<file path="config.mk">
export PLATFORM = sky130hd
export DESIGN_NAME = matrix_storage_writer
export DESIGN_NICKNAME = d
export VERILOG_FILES = /design/src/rtl/matrix_storage_writer.sv
export SDC_FILE = /design/constraint.sdc
export NUM_CORES = 1
export LEC_CHECK = 0
export ABC_AREA = 1
export CORE_ASPECT_RATIO = 0.9
export CORE_MARGIN = 8
export CORE_UTILIZATION = 30
export CTS_BUF_LIST = sky130_fd_sc_hd__clkbuf_8
export CTS_CLUSTER_SIZE = 30
export DETAILED_ROUTE_END_ITERATION = 16
export GPL_TIMING_DRIVEN = 0
export HOLD_SLACK_MARGIN = 0.03
export PLACE_DENSITY = 0.51
export SLEW_MARGIN = 15
export SYNTH_ARGS = -nofsm -noshare
export SYNTH_HDL_FRONTEND = slang
export SYNTH_SLANG_ARGS = --single-unit
</file>
<file path="constraint.sdc">
create_clock -name clk -period 2 [get_ports clk]
set_input_delay 0.4 -clock clk [delete_from_list [all_inputs] [get_ports clk]]
set_output_delay 0.4 -clock clk [all_outputs]
set_load 0.01 [all_outputs]
</file>
<file path="src/rtl/matrix_storage_writer.sv">
// Storage-manager write responder: latches a request, writes 3 metadata words and a row-major element stream into a BRAM slot.
// Optional idle-stream abort is enabled with `define MATRIX_WRITER_TIMEOUT_EN.
module matrix_storage_writer #(
  parameter int BLOCK_SIZE = 1024,
  parameter int ADDR_WIDTH = 13,
  parameter int DATA_WIDTH = 32,
  parameter int NUM_MATRICES = 8,
  parameter int MAX_DIM = 32,
`ifdef MATRIX_WRITER_TIMEOUT_EN
  parameter int METADATA_WORDS = 3,
  parameter int TIMEOUT_CYCLES = 1024
`else
  parameter int METADATA_WORDS = 3
`endif
) (
  input  logic                  clk,
  input  logic                  rst_n,
  output logic                  write_ready,
  input  logic                  write_request,
  input  logic [2:0]            matrix_id,
  input  logic [7:0]            actual_rows,
  input  logic [7:0]            actual_cols,
  input  logic [7:0]            matrix_name [0:7],
  output logic                  writer_ready,
  input  logic [DATA_WIDTH-1:0] data_in,
  input  logic                  data_valid,
  output logic                  write_done,
  output logic                  write_error,
  output logic                  busy,
  output logic                  bram_we,
  output logic [ADDR_WIDTH-1:0] bram_addr,
  output logic [DATA_WIDTH-1:0] bram_din
);

  typedef enum logic [2:0] {
    S_IDLE,
    S_CHECK,
    S_META,
    S_STREAM,
    S_DONE,
    S_ERROR
  } state_t;

  localparam logic [ADDR_WIDTH-1:0] BS = ADDR_WIDTH'(BLOCK_SIZE);
  localparam logic [ADDR_WIDTH-1:0] MW = ADDR_WIDTH'(METADATA_WORDS);

  state_t state, state_n;

  logic                  take;
  logic [2:0]            id_q;
  logic [7:0]            rows_q;
  logic [7:0]            cols_q;
  logic [7:0]            name_q [0:7];
  logic [ADDR_WIDTH-1:0] base_q;
  logic [15:0]           total_q;
  logic [15:0]           cnt_q, cnt_n;
  logic [1:0]            meta_q, meta_n;
  logic                  we_n;
  logic [ADDR_WIDTH-1:0] addr_n;
  logic [DATA_WIDTH-1:0] din_n;
  logic                  bad;
  logic [DATA_WIDTH-1:0] shape_w;
  logic [DATA_WIDTH-1:0] name_hi;
  logic [DATA_WIDTH-1:0] name_lo;

`ifdef MATRIX_WRITER_TIMEOUT_EN
  localparam int IW = $clog2(TIMEOUT_CYCLES) + 1;
  logic [IW-1:0] idle_q, idle_n;
`endif

  assign bad = (32'(id_q) >= NUM_MATRICES)
            || (rows_q == '0)
            || (cols_q == '0)
            || (32'(rows_q) > MAX_DIM)
            || (32'(cols_q) > MAX_DIM)
            || (32'(total_q) > BLOCK_SIZE - METADATA_WORDS);

  // Shape packing matches decode_shape_word: rows in [15:8], cols in [7:0]
  assign shape_w = DATA_WIDTH'({rows_q, cols_q});
  assign name_hi = DATA_WIDTH'({name_q[0], name_q[1], name_q[2], name_q[3]});
  assign name_lo = DATA_WIDTH'({name_q[4], name_q[5], name_q[6], name_q[7]});

  always_comb begin
    state_n = state;
    take    = 1'b0;
    cnt_n   = cnt_q;
    meta_n  = meta_q;
    we_n    = 1'b0;
    addr_n  = bram_addr;
    din_n   = bram_din;
`ifdef MATRIX_WRITER_TIMEOUT_EN
    idle_n  = idle_q;
`endif
    unique case (state)
      S_IDLE: begin
        if (write_ready && write_request) begin
          take    = 1'b1;
          state_n = S_CHECK;
        end
      end
      S_CHECK: begin
        cnt_n = '0;
        if (bad) begin
          state_n = S_ERROR;
        end else begin
          state_n = S_META;
          meta_n  = 2'd1;
          we_n    = 1'b1;
          addr_n  = base_q;
          din_n   = shape_w;
        end
      end
      S_META: begin
        unique case (1'b1)
          meta_q == 2'd1: begin
            we_n   = 1'b1;
            addr_n = base_q + ADDR_WIDTH'(1);
            din_n  = name_hi;
            meta_n = 2'd2;
          end
          meta_q == 2'd2: begin
            we_n   = 1'b1;
            addr_n = base_q + ADDR_WIDTH'(2);
            din_n  = name_lo;
            meta_n = 2'd3;
          end
          default: begin
            state_n = S_STREAM;
`ifdef MATRIX_WRITER_TIMEOUT_EN
            idle_n  = '0;
`endif
          end
        endcase
      end
      S_STREAM: begin
        if (data_valid) begin
          we_n   = 1'b1;
          addr_n = base_q + MW + ADDR_WIDTH'(cnt_q);
          din_n  = data_in;
          cnt_n  = cnt_q + 16'd1;
`ifdef MATRIX_WRITER_TIMEOUT_EN
          idle_n = '0;
`endif
          if (cnt_q == total_q - 16'd1) state_n = S_DONE;
        end
`ifdef MATRIX_WRITER_TIMEOUT_EN
        else if (idle_q == IW'(TIMEOUT_CYCLES - 1)) begin
          state_n = S_ERROR;
        end else begin
          idle_n = idle_q + IW'(1);
        end
`endif
      end
      S_DONE:  state_n = S_IDLE;
      S_ERROR: state_n = S_IDLE;
      default: state_n = S_IDLE;
    endcase
  end

  // Every output is a register loaded from the next-state decode
  always_ff @(posedge clk or negedge rst_n) begin
    if (!rst_n) begin
      state        <= S_IDLE;
      write_ready  <= 1'b0;
      writer_ready <= 1'b0;
      write_done   <= 1'b0;
      write_error  <= 1'b0;
      busy         <= 1'b0;
      bram_we      <= 1'b0;
      bram_addr    <= '0;
      bram_din     <= '0;
      cnt_q        <= '0;
      meta_q       <= '0;
    end else begin
      state        <= state_n;
      write_ready  <= (state_n == S_IDLE);
      writer_ready <= (state_n == S_STREAM);
      write_done   <= (state_n == S_DONE) || (state_n == S_ERROR);
      write_error  <= (state_n == S_ERROR);
      busy         <= (state_n != S_IDLE);
      bram_we      <= we_n;
      bram_addr    <= addr_n;
      bram_din     <= din_n;
      cnt_q        <= cnt_n;
      meta_q       <= meta_n;
    end
  end

  always_ff @(posedge clk or negedge rst_n) begin
    if (!rst_n) begin
      id_q    <= '0;
      rows_q  <= '0;
      cols_q  <= '0;
      base_q  <= '0;
      total_q <= '0;
      for (int i = 0; i < 8; i++) name_q[i] <= '0;
    end else if (take) begin
      id_q    <= matrix_id;
      rows_q  <= actual_rows;
      cols_q  <= actual_cols;
      base_q  <= ADDR_WIDTH'(matrix_id) * BS;
      total_q <= 16'(actual_rows) * 16'(actual_cols);
      for (int i = 0; i < 8; i++) name_q[i] <= matrix_name[i];
    end
  end

`ifdef MATRIX_WRITER_TIMEOUT_EN
  always_ff @(posedge clk or negedge rst_n) begin
    if (!rst_n) idle_q <= '0;
    else        idle_q <= idle_n;
  end
`endif

endmodule

</file>
# ---- Word level (Yosys, flattened, before mapping)
# Cells that the tools add are included.
dict set report classes {
  add_sub_neg 6
  multipliers 1
  magnitude_cmp 3
  eq_ne 12
  n_mux 25
  reduce_logical 18
}
# operator count
set op_table {}
lappend op_table {{32-bit case mux with 3 select lines} 1}
lappend op_table {{32-bit two-way mux} 2}
lappend op_table {{32-bit case mux with 2 select lines} 1}
lappend op_table {{13-bit case mux with 3 select lines} 1}
lappend op_table {{16-bit case mux with 2 select lines} 1}
lappend op_table {{13-bit by 2-bit adder with 13-bit output (second input constant)} 2}
lappend op_table {{13-bit two-way mux} 2}
lappend op_table {{13-bit case mux with 2 select lines} 1}
lappend op_table {{16-bit by 1-bit adder with 16-bit output (second input constant)} 1}
lappend op_table {{16-bit == test} 1}
lappend op_table {{16-bit by 10-bit greater-than comparator with 1-bit output (second input constant)} 1}
lappend op_table {{8-bit by 6-bit greater-than comparator with 1-bit output (second input constant)} 2}
lappend op_table {{8-bit zero test} 2}
lappend op_table {{8-bit by 8-bit multiplier with 16-bit output} 1}
lappend op_table {{16-bit two-way mux} 1}
lappend op_table {{16-bit by 1-bit subtractor with 16-bit output (second input constant)} 1}
lappend op_table {{3-bit two-way mux} 5}
lappend op_table {{13-bit by 1-bit adder with 13-bit output (second input constant)} 1}
lappend op_table {{13-bit adder} 1}
lappend op_table {{3-bit case mux with 4 select lines} 1}
lappend op_table {{3-bit by 2-bit == test with 1-bit output (second input constant)} 3}
lappend op_table {{2-bit case mux with 2 select lines} 2}
lappend op_table {{3-bit == test (second input constant)} 2}
lappend op_table {{3-bit zero test} 2}
lappend op_table {{other kinds (16)} 27}
dict set report totals {
  ff_bits 171
  input_bits 119
}

# ---- Logic depth before layout (Yosys ltp)
dict set report logic_depth {
  word_depth 9
  ltp_mapped 19
  ltp_nobuf 18
}

# ---- Worst setup path after synthesis
# OpenSTA, ideal clock, no wires.
dict set report synth_timing {
  kind {input to register}
  start {input port actual_cols[7]}
  end {register total_q[12]}
  arrival_ps 4214
  path_slack_ps -2296
  path_stages 16
  cell_sequence {clkbuf_1 -> nand2_1 -> fa_1 -> fa_1 -> inv_1 -> fa_1 -> inv_1 -> fa_1 -> inv_1 -> ha_1 -> a21oi_1 -> o21ai_0 -> a21oi_1 -> o21bai_1 -> or2_2 -> a31oi_1}
}
dict set report synth_via {
  elab_chain_len 1
}
# item line_no
set synth_rtl {}
lappend synth_rtl {{start: declaration} 22} ;# input logic [7:0] actual_cols,
lappend synth_rtl {{8-bit by 8-bit multiplier with 16-bit output} 202} ;# total_q <= 16'(actual_rows) * 16'(actual_cols);
lappend synth_rtl {{end signal: assignment} 202}
lappend synth_rtl {{end: declaration} 55} ;# logic [15:0] total_q;
# Every way passes these cells.
# A chain may end at the register's enable or synchronous reset.

# ---- Final worst setup path
# Ends and elaborated chain as after synthesis.

==> results.yml <==
clocking:
  cts_buffers: 17
  cts_tree: "done"
  cts_root_buffer: "clkbuf_8"
  clk_path_buf_depth: 2
  cts_htree_levels: 4
  clk_pin_slew_ns: 0.09
  cts_sinks: 171
  clk_latency_ns: 0.48
final_layout:
  final_cell_mix: "nand2_1 (421), inv_1 (178), dfrtp_1 (162)"
  final_cells: 2093
  final_common_cell: "nand2_1"
  multi_input_area_sq_mm: 0.005913
  design_area_sq_mm: 0.01474
  n_fill_cell: 3600
  drive_gt1_frac: 0.1910
  syn_to_final_growth_pct: 37.33
  ff_latch_area_sq_mm: 0.004290
  nNetsFinal: 1808
outcome:
  status: "finished, violations left"
  violations: "setup timing"
placement:
  globalplace.congestion: 0.8019
  dp_cells: 2019
  place_area_sq_mm: 0.01326
  io_buffers: 153
  hpwlAfterDp_microns: 27120
grt:
  grt-ovfl-total: 0
  antenna_found_initial: 2
  grt_max_degree: 95
  grt_pass1_vias: 9685
  grt_pass1_wl_microns: 55540
  grtUsageTotal: 0.1659
floorplanning:
  die_h_microns: 195.4
  core_sq_mm: 0.03513
  die-area_sq_mm: 0.04209
  die_w_microns: 215.4
  initial_core_util: 0.3055
  rows: 65
  pin_count: 170
yosys:
  yosysSeqAreaShare: 0.3987
  synth_fp_nets: 1594
  synth_cells: 1396
  synth_cell_type_count: 46
  syn_area_per_cell_sq_um: 7.688
  synthArstFlopShare: 1.000
  synth-main-ff-cell: "dfrtp_1"
  synth_area_sq_mm: 0.01073
  synth_edf_count: 0
  yosys_warnings: 0
  ys_ff_latch: 171
setup_path:
  path_max_fanout: 4
  endpoint_kind: "register"
  critPathSlowestCell: "fa_1"
  startpoint_type: "input port"
  crit_top_cell: "fa_1"
  path_cells: "clkbuf_16 > nand2_4 > inv_2 > fa_1 > inv_1 > fa_1 > inv_1 > fa_1 > inv_1 > fa_1 > inv_2 > ha_4 > a21oi_4 > o21ai_2 > a21oi_2 > o21bai_1 > or2_4 > a31oi_1"
  reg2reg_depth: 11
  max_stage_delay_ns: 0.53
  r2r_setup_slack_ns: -0.02
  r2r-start: "total_q[12]"
  required_ns: 2.40
  cp_num_buf_inv: 6
  arrival_ns: 3.92
  crit_family: "adder cells"
  crit_type: "input port to register"
  worstReg2RegEnd: "bram_addr[8]"
routing:
  top_layer_used: "met4"
  drt_iter0_drc: 537
  routed-wl-met3_microns: 1364
  vias: 9699
  ant_nets: 0
  drt-met1-wl_microns: 17220
  route.met2.wl_microns: 16620
  drcViolationCount: 0
  wl_microns: 35670
  dr.pass1.iters: 5
  vias_per_cell: 4.634
  wl_per_cell_microns: 17.04
hold_path:
  worstHoldEndpoint: "rows_q[2]"
  holdCritPathClass: "input port to register"
  hold_start: "actual_rows[2]"
  hold-path-cell-count: 3
sta:
  finalSetupViolCount: 13
  period_minus_slack_ns: 3.522
  hold_violations: 0
  tns_ns: -14.12
  slew_viol_final: 0
  worst_pin_slew_ns: 0.6495
  finalCritPeriodShare: 1.761
  maxSlewHeadroom: 0.5670
  rsz0062_at_grt: "yes"
  fin_ws_ns: -1.522
  skew_ns: 0.02158
  timing.fmax_ghz: 0.2839
pwr:
  leakage_nw: 7.123
  ir_worst_vdd_v: 0.0005023
  power_density_mw_per_mm2: 1081
  totalPowerFinal_mw: 15.93
flow_run:
  drv_cap: 0
[cell usage after synthesis, types with 16 or more instances]
library cell	count	area share
nand2_1	460	0.16
buf_2	16	0.0075
ha_1	43	0.050
dfrtp_1	171	0.40
o21ai_1	17	0.0079
fa_1	36	0.067
xor2_1	18	0.015
o211ai_1	19	0.013
o21ai_0	82	0.038
clkbuf_1	38	0.013
nand3_1	53	0.025
nor2_1	67	0.023
a21oi_1	42	0.020
inv_1	206	0.072
[repair_timing]
action                     in CTS  in global routing
hold buffers                    1                  0
setup endpoints to repair     106                 75
hold endpoints to repair       77                  0
resized for setup              70                118
cloned                          0                  7
pin swaps                      38                 29
buffers inserted               17                 19
[report_power, final]
part | leakage (nW) | internal, mW | switching [mW]
Clock | 0.187 | 0.922 | 1.45
Sequential | 2.09 | 4.74 | 0.922
Combinational | 4.85 | 3.48 | 4.42
Total | 7.12 | 9.14 | 6.79
[layout make-up]
type                            count  share of cell area
Clock buffer                       18             0.01681
Sequential cell                   171              0.2911
Tap cell                          469             0.03981
Multi-Input combinational cell    944              0.4012
Inverter                          216             0.05620
Clock inverter                     14            0.008149
Buffer                             63             0.04363
Antenna cell                        1           0.0001698
Timing Repair Buffer              197              0.1430
[worst max-delay path by stage]
stage,startpoint,endpoint,cells past startpoint
detailed placement,actual_rows[7],total_q[12],16
global route,actual_cols[7],total_q[12],18
finish,actual_cols[7],total_q[12],18
global placement,rst_n,total_q[13],1
CTS,actual_cols[7],total_q[12],18
floorplan,actual_rows[5],total_q[12],18
[worst min-delay path: stages]
cell       delay, ns
clkbuf_16       0.12
nand2_1         0.05
nand2_1         0.05
[per-stage QoR]
stage	util	hold slack (ns)	setup slack [ns]
floorplan	-	0.1044	-1.910
global placement	0.3765	0.4545	-7.039
detailed placement	0.3774	0.4335	-2.312
CTS	0.3990	0.1593	-1.535
global route	0.4194	0.1686	-1.654
finish	0.4195	0.1831	-1.522
[layer usage]
metal	up-vias	GRT usage
met1	4688	0.2353
met2	209	0.2640
met5	-	0
li1	4775	-
met3	27	0.02364
met4	0	0.03831
[state kept, by name (all words and copies together), names as in the netlist, 3 cells and up]
register / cells
base_q: 3
bram_addr: 13
bram_din: 32
cnt_q: 16
cols_q: 8
name_hi: 32
name_lo: 32
rows_q: 8
state: 3
total_q: 16
[cell families (layout without fill, tap and decap cells)]
family                   count (synthesis)  count (layout)  synth area share
flip-flops                             171             171            0.3987
adder cells (fa/ha/maj)                 79              79            0.1173
AO/OA/AOI/OAI                          194             194            0.1006
XOR/XNOR                                26              26           0.02122
buffers and inverters                  281             508            0.1059
AND/OR/NAND/NOR                        645             645            0.2564
other                                    0               1                 0
No activity file was read; power rests on OpenSTA's default activity.
